--- src/rtl/spi_flash_xip_apb_if.sv ---
// APB completer-side bundle for the XIP flash window.
// Carries one APB access; no buffering in the interface itself.
// Backpressure is the completer's in_pready; the requester holds the access phase until it rises.
`timescale 1ns/1ps

interface spi_flash_xip_apb_if;
  logic [31:0] in_paddr;
  logic        in_psel;
  logic        in_penable;
  logic [2:0]  in_pprot;
  logic        in_pwrite;
  logic [31:0] in_pwdata;
  logic [3:0]  in_pstrb;
  logic        in_pready;
  logic [31:0] in_prdata;
  logic        in_pslverr;

  modport master (
    output in_paddr, in_psel, in_penable, in_pprot, in_pwrite, in_pwdata, in_pstrb,
    input  in_pready, in_prdata, in_pslverr
  );

  modport slave (
    input  in_paddr, in_psel, in_penable, in_pprot, in_pwrite, in_pwdata, in_pstrb,
    output in_pready, in_prdata, in_pslverr
  );
endinterface

--- src/rtl/spi_flash_xip_apb.sv ---
// APB slave mapping a SPI NOR flash for execute-in-place word reads (cmd + addr + dummy + 32 data bits).
// Latency: 2*H*(8+ADDR_BITS+DUMMY_CYCLES+32) + CS_HOLD + 1 clocks per fetch; errors/buffer hits answer in 1.
// Backpressure: in_pready is held low for the whole SPI fetch; optional word buffer via SPI_XIP_WORDBUF_EN.
`timescale 1ns/1ps

module spi_flash_xip_apb #(
  parameter logic [31:0] FLASH_ADDR_START = 32'h3000_0000,
  parameter logic [31:0] FLASH_ADDR_END   = 32'h3fff_ffff,
  parameter int          SPI_SS_NUM       = 8,
  parameter int          FLASH_SS_IDX     = 0,
  parameter int          CLK_DIV          = 0,
  parameter int          ADDR_BITS        = 24,
  parameter logic [7:0]  READ_CMD         = 8'h03,
  parameter int          DUMMY_CYCLES     = 0,
  parameter int          CS_HOLD          = 1
) (
  input  logic                  clock,
  input  logic                  reset_n,
  spi_flash_xip_apb_if.slave    apb,
  output logic                  spi_sck,
  output logic [SPI_SS_NUM-1:0] spi_ss,
  output logic                  spi_mosi,
  input  logic                  spi_miso
);

  localparam int         TXW           = 8 + ADDR_BITS;
  localparam logic [7:0] LP_DIV        = 8'(CLK_DIV);
  localparam logic [5:0] LP_TX_LAST    = 6'(TXW - 1);
  localparam logic [5:0] LP_DUMMY_LAST = 6'((DUMMY_CYCLES > 0) ? (DUMMY_CYCLES - 1) : 0);
  localparam logic [5:0] LP_DATA_LAST  = 6'd31;
  localparam logic [7:0] LP_HOLD_LAST  = 8'(CS_HOLD - 1);

  typedef enum logic [2:0] {
    S_IDLE  = 3'd0,
    S_SHIFT = 3'd1,
    S_DUMMY = 3'd2,
    S_DATA  = 3'd3,
    S_HOLD  = 3'd4,
    S_RESP  = 3'd5
  } state_t;

  state_t r_state;
  state_t w_state_nxt;

  // Bit timing: r_div counts clocks within a half period, r_phase is the current SCK level.
  logic [7:0]     r_div;
  logic           r_phase;
  logic [5:0]     r_bit;
  logic [7:0]     r_hold;
  logic [TXW-1:0] r_tx;
  logic [31:0]    r_rx;
  logic [31:0]    r_prdata;
  logic           r_err;
  logic           r_drop;

  logic                 w_access;
  logic                 w_in_range;
  logic                 w_bad;
  logic                 w_hit;
  logic                 w_active;
  logic                 w_busy;
  logic                 w_half_end;
  logic                 w_rise;
  logic                 w_bit_end;
  logic                 w_drop;
  logic                 w_fetch_done;
  logic [ADDR_BITS-1:0] w_addr;
  logic [31:0]          w_word;
  logic [31:0]          w_buf_dat;
  logic                 w_unused_ok;

  assign w_access     = apb.in_psel & apb.in_penable;
  assign w_in_range   = (apb.in_paddr >= FLASH_ADDR_START) && (apb.in_paddr <= FLASH_ADDR_END);
  assign w_bad        = apb.in_pwrite | ~w_in_range;
  assign w_active     = (r_state == S_SHIFT) || (r_state == S_DUMMY) || (r_state == S_DATA);
  assign w_busy       = w_active || (r_state == S_HOLD);
  assign w_half_end   = (r_div == LP_DIV);
  assign w_rise       = w_active & ~r_phase & w_half_end;
  assign w_bit_end    = w_active & r_phase & w_half_end;
  assign w_drop       = r_drop | ~apb.in_psel;
  assign w_fetch_done = (r_state == S_DATA) && w_bit_end && (r_bit == LP_DATA_LAST);
  // Upper address bits beyond ADDR_BITS wrap silently; the word is always aligned.
  assign w_addr       = {apb.in_paddr[ADDR_BITS-1:2], 2'b00};
  // First received byte is the lowest flash address and lands in the low byte.
  assign w_word       = {r_rx[7:0], r_rx[15:8], r_rx[23:16], r_rx[31:24]};
  assign w_unused_ok  = ^{apb.in_pprot, apb.in_pwdata, apb.in_pstrb};

`ifdef SPI_XIP_WORDBUF_EN
  logic [29:0] r_buf_tag;
  logic [31:0] r_buf_dat;
  logic        r_buf_vld;
  logic [29:0] r_req_tag;

  assign w_hit     = r_buf_vld && (r_buf_tag == apb.in_paddr[31:2]);
  assign w_buf_dat = r_buf_dat;

  // One-word buffer: reloaded by every finished fetch, invalidated by reset and error responses.
  always_ff @(posedge clock) begin
    if (!reset_n) begin
      r_buf_tag <= '0;
      r_buf_dat <= '0;
      r_buf_vld <= 1'b0;
      r_req_tag <= '0;
    end else begin
      if (r_state == S_IDLE && w_access) begin
        r_req_tag <= apb.in_paddr[31:2];
      end
      if (r_state == S_IDLE && w_access && w_bad) begin
        r_buf_vld <= 1'b0;
      end else if (w_fetch_done) begin
        r_buf_vld <= 1'b1;
        r_buf_tag <= r_req_tag;
        r_buf_dat <= w_word;
      end
    end
  end
`else
  assign w_hit     = 1'b0;
  assign w_buf_dat = '0;
`endif

  // State register.
  always_ff @(posedge clock) begin
    if (!reset_n) begin
      r_state <= S_IDLE;
    end else begin
      r_state <= w_state_nxt;
    end
  end

  // Next state and pin outputs; everything idles high/low unless a state claims it.
  always_comb begin
    w_state_nxt   = r_state;
    spi_ss        = '1;
    spi_sck       = 1'b0;
    spi_mosi      = 1'b1;
    apb.in_pready = 1'b0;
    case (r_state)
      S_IDLE: begin
        if (w_access) begin
          if (w_bad || w_hit) begin
            w_state_nxt = S_RESP;
          end else begin
            w_state_nxt = S_SHIFT;
          end
        end
      end
      S_SHIFT: begin
        spi_ss[FLASH_SS_IDX] = 1'b0;
        spi_sck              = r_phase;
        spi_mosi             = r_tx[TXW-1];
        if (w_bit_end && r_bit == LP_TX_LAST) begin
          w_state_nxt = (DUMMY_CYCLES > 0) ? S_DUMMY : S_DATA;
        end
      end
      S_DUMMY: begin
        spi_ss[FLASH_SS_IDX] = 1'b0;
        spi_sck              = r_phase;
        if (w_bit_end && r_bit == LP_DUMMY_LAST) begin
          w_state_nxt = S_DATA;
        end
      end
      S_DATA: begin
        spi_ss[FLASH_SS_IDX] = 1'b0;
        spi_sck              = r_phase;
        if (w_fetch_done) begin
          w_state_nxt = S_HOLD;
        end
      end
      S_HOLD: begin
        if (r_hold == LP_HOLD_LAST) begin
          // An abandoned access still finishes its SPI frame but gets no response.
          w_state_nxt = w_drop ? S_IDLE : S_RESP;
        end
      end
      S_RESP: begin
        apb.in_pready = 1'b1;
        w_state_nxt   = S_IDLE;
      end
      default: begin
        w_state_nxt = S_IDLE;
      end
    endcase
  end

  // SCK divider, bit counters, shift registers and the response registers.
  always_ff @(posedge clock) begin
    if (!reset_n) begin
      r_div    <= '0;
      r_phase  <= 1'b0;
      r_bit    <= '0;
      r_hold   <= '0;
      r_tx     <= '0;
      r_rx     <= '0;
      r_prdata <= '0;
      r_err    <= 1'b0;
      r_drop   <= 1'b0;
    end else begin
      if (w_active) begin
        if (w_half_end) begin
          r_div   <= '0;
          r_phase <= ~r_phase;
        end else begin
          r_div <= r_div + 8'd1;
        end
      end else begin
        r_div   <= '0;
        r_phase <= 1'b0;
      end

      if (w_bit_end) begin
        r_bit <= (w_state_nxt != r_state) ? 6'd0 : (r_bit + 6'd1);
      end else if (!w_active) begin
        r_bit <= '0;
      end

      // Next MOSI bit appears at the start of the following low phase.
      if (r_state == S_SHIFT && w_bit_end) begin
        r_tx <= {r_tx[TXW-2:0], 1'b1};
      end

      if (r_state == S_DATA && w_rise) begin
        r_rx <= {r_rx[30:0], spi_miso};
      end

      r_hold <= (r_state == S_HOLD) ? (r_hold + 8'd1) : 8'd0;

      if (w_busy && !apb.in_psel) begin
        r_drop <= 1'b1;
      end

      case (r_state)
        S_IDLE: begin
          r_drop <= 1'b0;
          r_tx   <= {READ_CMD, w_addr};
          if (w_access) begin
            r_err    <= w_bad;
            r_prdata <= (!w_bad && w_hit) ? w_buf_dat : 32'd0;
          end
        end
        S_HOLD: begin
          if (r_hold == LP_HOLD_LAST && !w_drop) begin
            r_prdata <= w_word;
          end
        end
        S_RESP: begin
          r_err    <= 1'b0;
          r_prdata <= '0;
        end
        default: begin
        end
      endcase
    end
  end

  assign apb.in_prdata  = r_prdata;
  assign apb.in_pslverr = r_err;

endmodule
--- src/flat_wrapper.sv ---
// flat-port wrapper written by rule: the top's interface ports become plain ports
module spi_flash_xip_apb_flat 
#(
  parameter logic [31:0] FLASH_ADDR_START = 32'h3000_0000,
  parameter logic [31:0] FLASH_ADDR_END   = 32'h3fff_ffff,
  parameter int          SPI_SS_NUM       = 8,
  parameter int          FLASH_SS_IDX     = 0,
  parameter int          CLK_DIV          = 0,
  parameter int          ADDR_BITS        = 24,
  parameter logic [7:0]  READ_CMD         = 8'h03,
  parameter int          DUMMY_CYCLES     = 0,
  parameter int          CS_HOLD          = 1
)
  (clock, reset_n, spi_sck, spi_ss, spi_mosi, spi_miso, apb_in_paddr, apb_in_psel, apb_in_penable, apb_in_pprot, apb_in_pwrite, apb_in_pwdata, apb_in_pstrb, apb_in_pready, apb_in_prdata, apb_in_pslverr);
  spi_flash_xip_apb_if apb_i ();
  input  logic clock;
  input  logic reset_n;
  output logic spi_sck;
  output logic [SPI_SS_NUM-1:0] spi_ss;
  output logic spi_mosi;
  input  logic spi_miso;
  input wire logic [$bits(apb_i.in_paddr)-1:0] apb_in_paddr;
  input wire logic [$bits(apb_i.in_psel)-1:0] apb_in_psel;
  input wire logic [$bits(apb_i.in_penable)-1:0] apb_in_penable;
  input wire logic [$bits(apb_i.in_pprot)-1:0] apb_in_pprot;
  input wire logic [$bits(apb_i.in_pwrite)-1:0] apb_in_pwrite;
  input wire logic [$bits(apb_i.in_pwdata)-1:0] apb_in_pwdata;
  input wire logic [$bits(apb_i.in_pstrb)-1:0] apb_in_pstrb;
  output wire logic [$bits(apb_i.in_pready)-1:0] apb_in_pready;
  output wire logic [$bits(apb_i.in_prdata)-1:0] apb_in_prdata;
  output wire logic [$bits(apb_i.in_pslverr)-1:0] apb_in_pslverr;
  assign apb_i.in_paddr = apb_in_paddr;
  assign apb_i.in_psel = apb_in_psel;
  assign apb_i.in_penable = apb_in_penable;
  assign apb_i.in_pprot = apb_in_pprot;
  assign apb_i.in_pwrite = apb_in_pwrite;
  assign apb_i.in_pwdata = apb_in_pwdata;
  assign apb_i.in_pstrb = apb_in_pstrb;
  assign apb_in_pready = apb_i.in_pready;
  assign apb_in_prdata = apb_i.in_prdata;
  assign apb_in_pslverr = apb_i.in_pslverr;
  spi_flash_xip_apb #(.FLASH_ADDR_START(FLASH_ADDR_START), .FLASH_ADDR_END(FLASH_ADDR_END), .SPI_SS_NUM(SPI_SS_NUM), .FLASH_SS_IDX(FLASH_SS_IDX), .CLK_DIV(CLK_DIV), .ADDR_BITS(ADDR_BITS), .READ_CMD(READ_CMD), .DUMMY_CYCLES(DUMMY_CYCLES), .CS_HOLD(CS_HOLD)) u_core (.clock(clock), .reset_n(reset_n), .apb(apb_i), .spi_sck(spi_sck), .spi_ss(spi_ss), .spi_mosi(spi_mosi), .spi_miso(spi_miso));
endmodule
--- config.mk ---
export PLATFORM = sky130hd
export DESIGN_NAME = spi_flash_xip_apb_flat
export DESIGN_NICKNAME = d
export VERILOG_FILES = /design/src/rtl/spi_flash_xip_apb_if.sv /design/src/rtl/spi_flash_xip_apb.sv /design/src/flat_wrapper.sv
export SDC_FILE = /design/constraint.sdc
export NUM_CORES = 1
export LEC_CHECK = 0
export BUFFER_PORTS_ARGS = -buffer_cell sky130_fd_sc_hd__clkbuf_2
export CAP_MARGIN = 0
export CORE_UTILIZATION = 35
export DETAILED_ROUTE_END_ITERATION = 7
export PLACE_DENSITY = 0.67
export SYNTH_ARGS = -nofsm -noshare
export SYNTH_HDL_FRONTEND = slang
export SYNTH_SLANG_ARGS = --single-unit
--- constraint.sdc ---
create_clock -name clock -period 3.16 [get_ports clock]
set_input_delay 0.316 -clock clock [delete_from_list [all_inputs] [get_ports clock]]
set_output_delay 0.316 -clock clock [all_outputs]
set_load 0.01 [all_outputs]
==> reports/qor.txt, run 1 <==
LOGIC SYNTHESIS
--------------------------------------------------------------------------------
Commonest cells post-synth                                          124 x sky130_fd_sc_hd__dfxtp_1, 110 x sky130_fd_sc_hd__nand2_1, 90 x sky130_fd_sc_hd__a21oi_1
Avg Inst Size Synth                                                     8.30 um2
Share of flip-flops with an asynchronous set or reset                         0%
Post-synth top area cell                                            sky130_fd_sc_hd__dfxtp_1
Most frequently used cell type in the post-synthesis netlist        sky130_fd_sc_hd__dfxtp_1
Fraction of the yosys area taken by sequential cells                       48.5%
Most area-consuming cells after synthesis                           sky130_fd_sc_hd__dfxtp_1 49%, sky130_fd_sc_hd__a21oi_1 8.8%, sky130_fd_sc_hd__nand2_1 8.1%
Combined area of all synthesized cells                               0.00511 mm2
Cell variety after synth                                                      41
Synth warn                                                                     0
Number of register bits inferred by synthesis                                124
Post-synth top flop                                                 sky130_fd_sc_hd__dfxtp_1
Number of enable-type register cells in the synthesized netlist                0
Gate Count Post-Synth                                                        616
Fraction of post-synthesis cell area in the top cell type by area          48.5%

POWER AND IR DROP
--------------------------------------------------------------------------------
Net switching fraction of the power                                        23.3%
Clock share of power                                                       52.6%
Reg power frac                                                             40.3%
Combinational share of power                                                7.1%
Static leakage                                                           2.27 nW
Power density cells                                                   650 mW/mm2
Cell internal power dissipation                                          3.12 mW
Net switching power figure                                              0.947 mW
Max VDD drop                                                            0.439 mV

GLOBAL ROUTING
--------------------------------------------------------------------------------
Largest net degree at the start of global routing                             36
Via count of the first global-routing pass                                  4439
Number of antenna violations at the first check in global routing              0
Global route overflow                                                          0
Wire length of the first global-routing pass                             20.5 mm
Total routing usage reported by global routing                             17.6%

DRT
--------------------------------------------------------------------------------
DRC violations left                                                            0
Detailed-route wire length                                               12.4 mm
Drt via density                                                             5.39
First-pass iteration count of the detailed router                              5
Average routed wire per standard cell                                    14.5 um
Vias after detailed routing                                                 4640
Final antenna-violating net count                                              0
Starting DRT DRC Count                                                       363

TIMING
--------------------------------------------------------------------------------
Slew Viols, Final                                                              0
Worst-case clock skew                                                 0.00727 ns
Hold violation count in the final report                                       0
Setup repair after global routing missed its margin                           no
Fin crit share                                                             83.6%
Setup tns final                                                             0 ns
Final setup violation count                                                    0
Worst-Margin Slew                                                        1.27 ns
Highest clock rate                                                       379 MHz
Remaining max-slew budget at the tightest pin                              15.3%
Minimum clock period                                                     2.64 ns

FINISH
--------------------------------------------------------------------------------
Relative area change from synthesis to final layout                        22.4%
Final cell count without fillers                                             861
Number of filler instances in the final layout                              1364
Final-stage net count                                                        751
Fraction of final layout cells with drive strength greater than 1          18.1%
Inserted Diodes                                                                0
Final cell area excluding filler cells                               0.00626 mm2

FLOORPLAN
--------------------------------------------------------------------------------
Number of I/O pins                                                           121
Core Box Area                                                         0.0140 mm2
Width of the die                                                          123 um
Die extent in y                                                           123 um
Die Outline Area                                                      0.0151 mm2
Starting density of the core                                               36.4%
Row count                                                                     43

CLOCK TREE
--------------------------------------------------------------------------------
Root cell of the clock tree                                         sky130_fd_sc_hd__clkbuf_16
Num CTS Buffers                                                               17
H-tree lvl count                                                               4
Number of clock sinks                                                        124
Clk pin slew, worst setup/hold paths                                     0.05 ns
Clock network latency to the later pin of the worst-skew pair            0.42 ns
Clock Tree Buf Depth                                                           2
Cts hold-fix bufs                                                              0
CTS tree                                                                    done
Post-cts sizing count                                                          0
Buffers inserted by post-CTS timing repair                                     0

HOLD PATH
--------------------------------------------------------------------------------
Launch point of the worst hold path                                     spi_miso
Hold/Removal Path Class                                             input port to register
Worst Hold Path Cells                                                          3
Worst Hold Path EP                                                  u_core.r_rx[0]

CRITICAL PATH
--------------------------------------------------------------------------------
Crit. End Element                                                       register
Logic depth of the worst register-to-register path                             7
Critical path class                                                 register to register
Arrival time at the worst endpoint                                       2.98 ns
Slack of the worst reg-to-reg path                                       0.52 ns
Worst path required time                                                 3.50 ns
Destination of the worst register-to-register timing path           u_core.apb.in_prdata[18]
Reg-to-reg critical path startpoint                                 u_core.r_hold[0]
Maximum fanout along the worst path                                           32
Startpoint types                                                        register

PLACEMENT
--------------------------------------------------------------------------------
Placed wire-length estimate                                              7.98 mm
Placed standard-cell area                                            0.00560 mm2
Dpl cells                                                                    829
Number of buffers inserted by port buffering                                  68
Final Wtd Congestion                                                       0.799

FLOW RUN
--------------------------------------------------------------------------------
MaxCap Viol Count                                                              0

OUTCOME
--------------------------------------------------------------------------------
Run status                                                          finished clean

-- per-stage QoR --
| step | hold WS, ns | setup slack (ns) | util, % | power [mW] |
|---|---|---|---|---|
| final | 0.139 | 0.518 | 44.6 | 4.06 |
| after global routing | 0.130 | 0.263 | 44.6 | 4.21 |
| after CTS | 0.122 | 0.473 | 44.6 | 4.10 |
| after detailed placement | 0.448 | 0.490 | 39.9 | 1.96 |
| after global placement | 0.435 | 0.533 | 39.9 | 1.94 |
| after floorplan | 0.428 | 0.756 | - | 1.86 |
-- power groups by stage --
| stage | sequential [mW] | combinational [mW] | clock (mW) |
|---|---|---|---|
| after floorplan | 1.66 | 0.205 | 0 |
| after global placement | 1.67 | 0.277 | 0 |
| after detailed placement | 1.67 | 0.288 | 0 |
| after CTS | 1.64 | 0.290 | 2.18 |
| after global routing | 1.64 | 0.320 | 2.25 |
| final | 1.64 | 0.289 | 2.14 |
-- layout by cell type (no fill, tap or decap), drive strengths merged --
cell and instances:
clkinv 4, nand3b 1, ha 6, or4b 1, a31oi 3, xor2 13
clkinvlp 2, conb 7, o221ai 7, and2 1, nand2 110, clkbuf 86
o311ai 32, a21oi 90, buf 13, nor4 2, nor4b 4, a211oi 2
nand3 46, o21ba 1, a221o 1, and3b 1, dfxtp 124, inv 14
a41o 1, and3 5, nor2 41, or4 3, nand2b 4, o31ai 1
nor3 14, a22oi 16, o31a 1, xnor2 5, nor3b 2, bufinv 5
o21ai 4, or3 4, nand4 4
-- how the worst max path moves through the flow --
stage / startpoint / endpoint / slack [ns] / depth (start not counted)
2_1_floorplan: u_core.r_div[0] / u_core.r_bit[2] / 0.76 / 7
3_3_place_gp: u_core.r_hold[0] / u_core.apb.in_prdata[16] / 0.53 / 7
3_5_place_dp: u_core.r_hold[0] / u_core.apb.in_prdata[16] / 0.49 / 7
4_1_cts: u_core.r_hold[0] / u_core.apb.in_prdata[16] / 0.47 / 7
5_1_grt: u_core.r_hold[0] / u_core.apb.in_prdata[25] / 0.26 / 7
6_report: u_core.r_hold[0] / u_core.apb.in_prdata[18] / 0.52 / 7
-- sequential cells by signal (all words and copies together), names as in the netlist --
| name | count |
|---|---|
| u_core.apb.in_prdata | 32 |
| u_core.apb.in_pslverr | 1 |
| u_core.r_bit | 6 |
| u_core.r_div | 8 |
| u_core.r_drop | 1 |
| u_core.r_hold | 8 |
| u_core.r_phase | 1 |
| u_core.r_rx | 32 |
| u_core.r_state | 3 |
| u_core.r_tx | 32 |
-- metal layers --
metal,track usage (%),wire length [um]
met3,5.30,686
met4,7.62,258
met5,0,0
met1,20.5,5410
met2,29.6,6090
-- worst max-delay path: stages, from the launching register on --
cell                      delay, ns
sky130_fd_sc_hd__dfxtp_1       0.35
sky130_fd_sc_hd__inv_1         0.08
sky130_fd_sc_hd__ha_1          0.13
sky130_fd_sc_hd__nor4b_1       0.23
sky130_fd_sc_hd__nand2_1       0.27
sky130_fd_sc_hd__o31ai_4       1.10
sky130_fd_sc_hd__nand3_1       0.20
sky130_fd_sc_hd__a21oi_1       0.20
-- final cells by class --
type	count	area [um2]	share of cell area, %
Clock buffer	18	439	7.02
Inverter	11	41.3	0.660
Timing Repair Buffer	81	438	7.00
Tap cell	180	225	3.60
Multi-Input combinational cell	433	2420	38.6
Sequential cell	124	2480	39.7
Clock inverter	14	215	3.44
-- logic make-up (layout without fill, tap and decap cells) --
group                      count (synthesis)  in the layout  synth area share (%)
and+or+nand+nor                          243            243                  21.6
AOI/OAI and AO/OA                        159            159                  19.9
DFF                                      124            124                  48.5
buffers and inverters                     65            124                  5.36
xor gates and xnor gates                  18             18                  3.08
adders and majority gates                  6              6                  1.47
other                                      1              7                0.0733
Note: power is estimated with default switching activity, not from simulation.
==> run 2, diff against run 1 <==
PLACE_DENSITY = 0.69   (was 0.67)
clock period = 2.4 ns   (was 3.16 ns; I/O delays follow)
==> run 2 against run 1 <==
The flow now finishes with violations (negative setup slack). Clock-buffer cell count down 1. Setup slack got worse by 0.59 ns. Core utilization rose by 2.7 points. Worst hold slack worse by 0.053 ns. First-iteration DRC count shrank 5.2%. Die area is the same. Clock skew up 0.0043 ns. Clock power increased by 18%. Sequential share of layout area is 2.3 points lower. Register-to-register slack worse by 0.59 ns. Final cell count increased by 3.9%. Largest cell class is now multi-input combinational cells.
==> reports/qor.txt, run 2 (same netlist as run 1, synthesis figures left out) <==
TIMING
--------------------------------------------------------------------------------
Fin crit share                                                              103%   +20 points
Worst-case clock skew                                                  0.0116 ns   +0.00429 ns
Remaining max-slew budget at the tightest pin                              33.6%   +18 points
Worst setup margin                                                    -0.0762 ns   -0.594 ns
Final setup violation count                                                   35   +35
Setup repair after global routing missed its margin                          yes
Worst-Margin Slew                                                       0.992 ns   -0.278 ns
Hold violation count in the final report                                       0   unchanged
Minimum clock period                                                     2.48 ns   -0.166 ns
Highest clock rate                                                       404 MHz   +6.7%
Slew Viols, Final                                                              0   unchanged

FLOW RUN
--------------------------------------------------------------------------------
MaxCap Viol Count                                                              0   unchanged

POWER AND IR DROP
--------------------------------------------------------------------------------
Clock share of power                                                       49.7%   -2.9 points
Cell internal power dissipation                                          3.79 mW   +21%
Static leakage                                                           2.47 nW   +8.4%
Max VDD drop                                                            0.435 mV   -0.85%
Combinational share of power                                                8.0%   +0.9 points
Net switching power figure                                               1.29 mW   +36%
Reg power frac                                                             42.3%   +2.0 points
Net switching fraction of the power                                        25.4%   +2.1 points
Power density cells                                                   764 mW/mm2   +18%

CLOCK TREE
--------------------------------------------------------------------------------
CTS tree                                                                    done
Clock network latency to the later pin of the worst-skew pair            0.42 ns   about the same
Root cell of the clock tree                                         sky130_fd_sc_hd__clkbuf_16
H-tree lvl count                                                               4   unchanged
Num CTS Buffers                                                               17   unchanged
Clock Tree Buf Depth                                                           2   unchanged
Number of clock sinks                                                        124   unchanged
Clk pin slew, worst setup/hold paths                                     0.06 ns   about the same

DRT
--------------------------------------------------------------------------------
Starting DRT DRC Count                                                       344   -5.2%
DRC violations left                                                            0   unchanged
First-pass iteration count of the detailed router                              5   unchanged
Vias after detailed routing                                                 4733   +2.0%
Detailed-route wire length                                               13.1 mm   +5.6%
Average routed wire per standard cell                                    14.7 um   +1.6%
Final antenna-violating net count                                              0   unchanged
Drt via density                                                             5.29   -1.9%

FLOORPLAN
--------------------------------------------------------------------------------
Core Box Area                                                         0.0140 mm2   unchanged
Width of the die                                                          123 um   unchanged
Starting density of the core                                               36.4%   unchanged
Number of I/O pins                                                           121   unchanged
Die extent in y                                                           123 um   unchanged
Row count                                                                     43   unchanged
Die Outline Area                                                      0.0151 mm2   unchanged

GLOBAL ROUTING
--------------------------------------------------------------------------------
Number of antenna violations at the first check in global routing              0   unchanged
Total routing usage reported by global routing                             18.1%   +0.52 points
Wire length of the first global-routing pass                             21.5 mm   +4.5%
Global route overflow                                                          0   unchanged
Largest net degree at the start of global routing                             54   +50%
Via count of the first global-routing pass                                  4498   +1.3%

PLACEMENT
--------------------------------------------------------------------------------
Dpl cells                                                                    844   +1.8%
Final Wtd Congestion                                                       0.833   +4.3%
Number of buffers inserted by port buffering                                  68   unchanged
Placed standard-cell area                                            0.00574 mm2   +2.5%
Placed wire-length estimate                                              7.63 mm   -4.4%

FINISH
--------------------------------------------------------------------------------
Final cell area excluding filler cells                               0.00664 mm2   +6.1%
Relative area change from synthesis to final layout                        29.9%
Leading cell type in the layout, fill and taps excluded             sky130_fd_sc_hd__dfxtp_1
Fraction of final layout cells with drive strength greater than 1          26.0%   +8.0 points
Inserted Diodes                                                                0   unchanged
Final cell count without fillers                                             895   +3.9%
Number of filler instances in the final layout                              1331   -2.4%
Leading cell types in the layout, fill and taps excluded            122 x sky130_fd_sc_hd__dfxtp_1, 99 x sky130_fd_sc_hd__nand2_1, 83 x sky130_fd_sc_hd__a21oi_1, 68 x sky130_fd_sc_hd__clkbuf_2, 45 x sky130_fd_sc_hd__nand3_1
Final-stage net count                                                        785   +4.5%

CRITICAL PATH
--------------------------------------------------------------------------------
Worst path required time                                                 2.69 ns   -0.81 ns
Startpoint types                                                        register
Maximum fanout along the worst path                                            4   -88%
Critical path class                                                 register to register
Crit. End Element                                                       register
Arrival time at the worst endpoint                                       2.77 ns   -0.21 ns

OUTCOME
--------------------------------------------------------------------------------
Failing checks                                                      negative setup slack
Run status                                                          finished with violations

HOLD PATH
--------------------------------------------------------------------------------
Hold/Removal Path Class                                             input port to register

==> run 2: per-layer routing <==
layer  global-route usage (%)  vias to the layer above  wire length (um)
met5                        0                        -                 0
li1                         -                     2350                 -
met2                     29.6                       95              6420
met4                     6.33                        0               163
met3                     5.16                       17               629
met1                     22.6                     2271              5930
==> run 2: power by group through the flow <==
stage               clock, mW  sequential (mW)  combinational, mW
CTS                      2.55             2.14              0.404
floorplan                   0             2.18              0.270
global route             2.65             2.15              0.451
detailed placement          0             2.19              0.401
global placement            0             2.19              0.397
finish                   2.52             2.14              0.408
==> run 2: worst max-delay path, cell delays in order, from the launching register on <==
cell and delay (ns):
sky130_fd_sc_hd__dfxtp_2 0.32, sky130_fd_sc_hd__inv_2 0.08, sky130_fd_sc_hd__ha_4 0.14, sky130_fd_sc_hd__or4b_4 0.46, sky130_fd_sc_hd__or4_4 0.47, sky130_fd_sc_hd__or4_4 0.46
sky130_fd_sc_hd__a211oi_4 0.34, sky130_fd_sc_hd__nor3_2 0.08
==> run 2: worst paths after layout <==
kind / from / endpoint / slack, ns / cells after the start
setup / recovery: u_core.r_div[0] / u_core.r_bit[5] / -0.08 / 7
hold / removal: spi_miso / u_core.r_rx[0] / 0.09 / 3
setup reg to reg: u_core.r_div[0] / u_core.r_bit[5] / -0.08 / 7
hold reg to reg: u_core.r_tx[26] / u_core.r_tx[27] / 0.45 / 2
==> run 2: layout make-up <==
type / instances / area (um2) / area share, %
Clock buffer: 17 / 425 / 6.41
Clock inverter: 15 / 165 / 2.49
Inverter: 11 / 41.3 / 0.622
Multi-Input combinational cell: 433 / 2520 / 38.0
Sequential cell: 124 / 2480 / 37.4
Tap cell: 180 / 225 / 3.39
Timing Repair Buffer: 115 / 774 / 11.7
==> run 2: timing repair <==
action                                  CTS  global route
resized for setup                        11            26
setup buffers                            12             4
hold endpoints to repair                  0             0
hold buffers                              0             0
pin swaps                                 2             5
endpoints found under the setup margin   35            40
gates cloned                              1             2
==> run 2: metrics by stage <==
step           worst slack (ns)  TNS, ns  utilization [%]  total power [mW]  hold WS, ns
3_5_place_dp             -0.107    -2.45             40.9              2.59        0.443
2_1_floorplan            0.0317        0                -              2.45        0.380
6_report                -0.0762    -1.77             47.3              5.07       0.0858
5_1_grt                  -0.140    -4.16             47.3              5.25       0.0907
3_3_place_gp             -0.105    -2.10             40.9              2.58        0.437
4_1_cts                 -0.0411   -0.832             46.2              5.10       0.0726
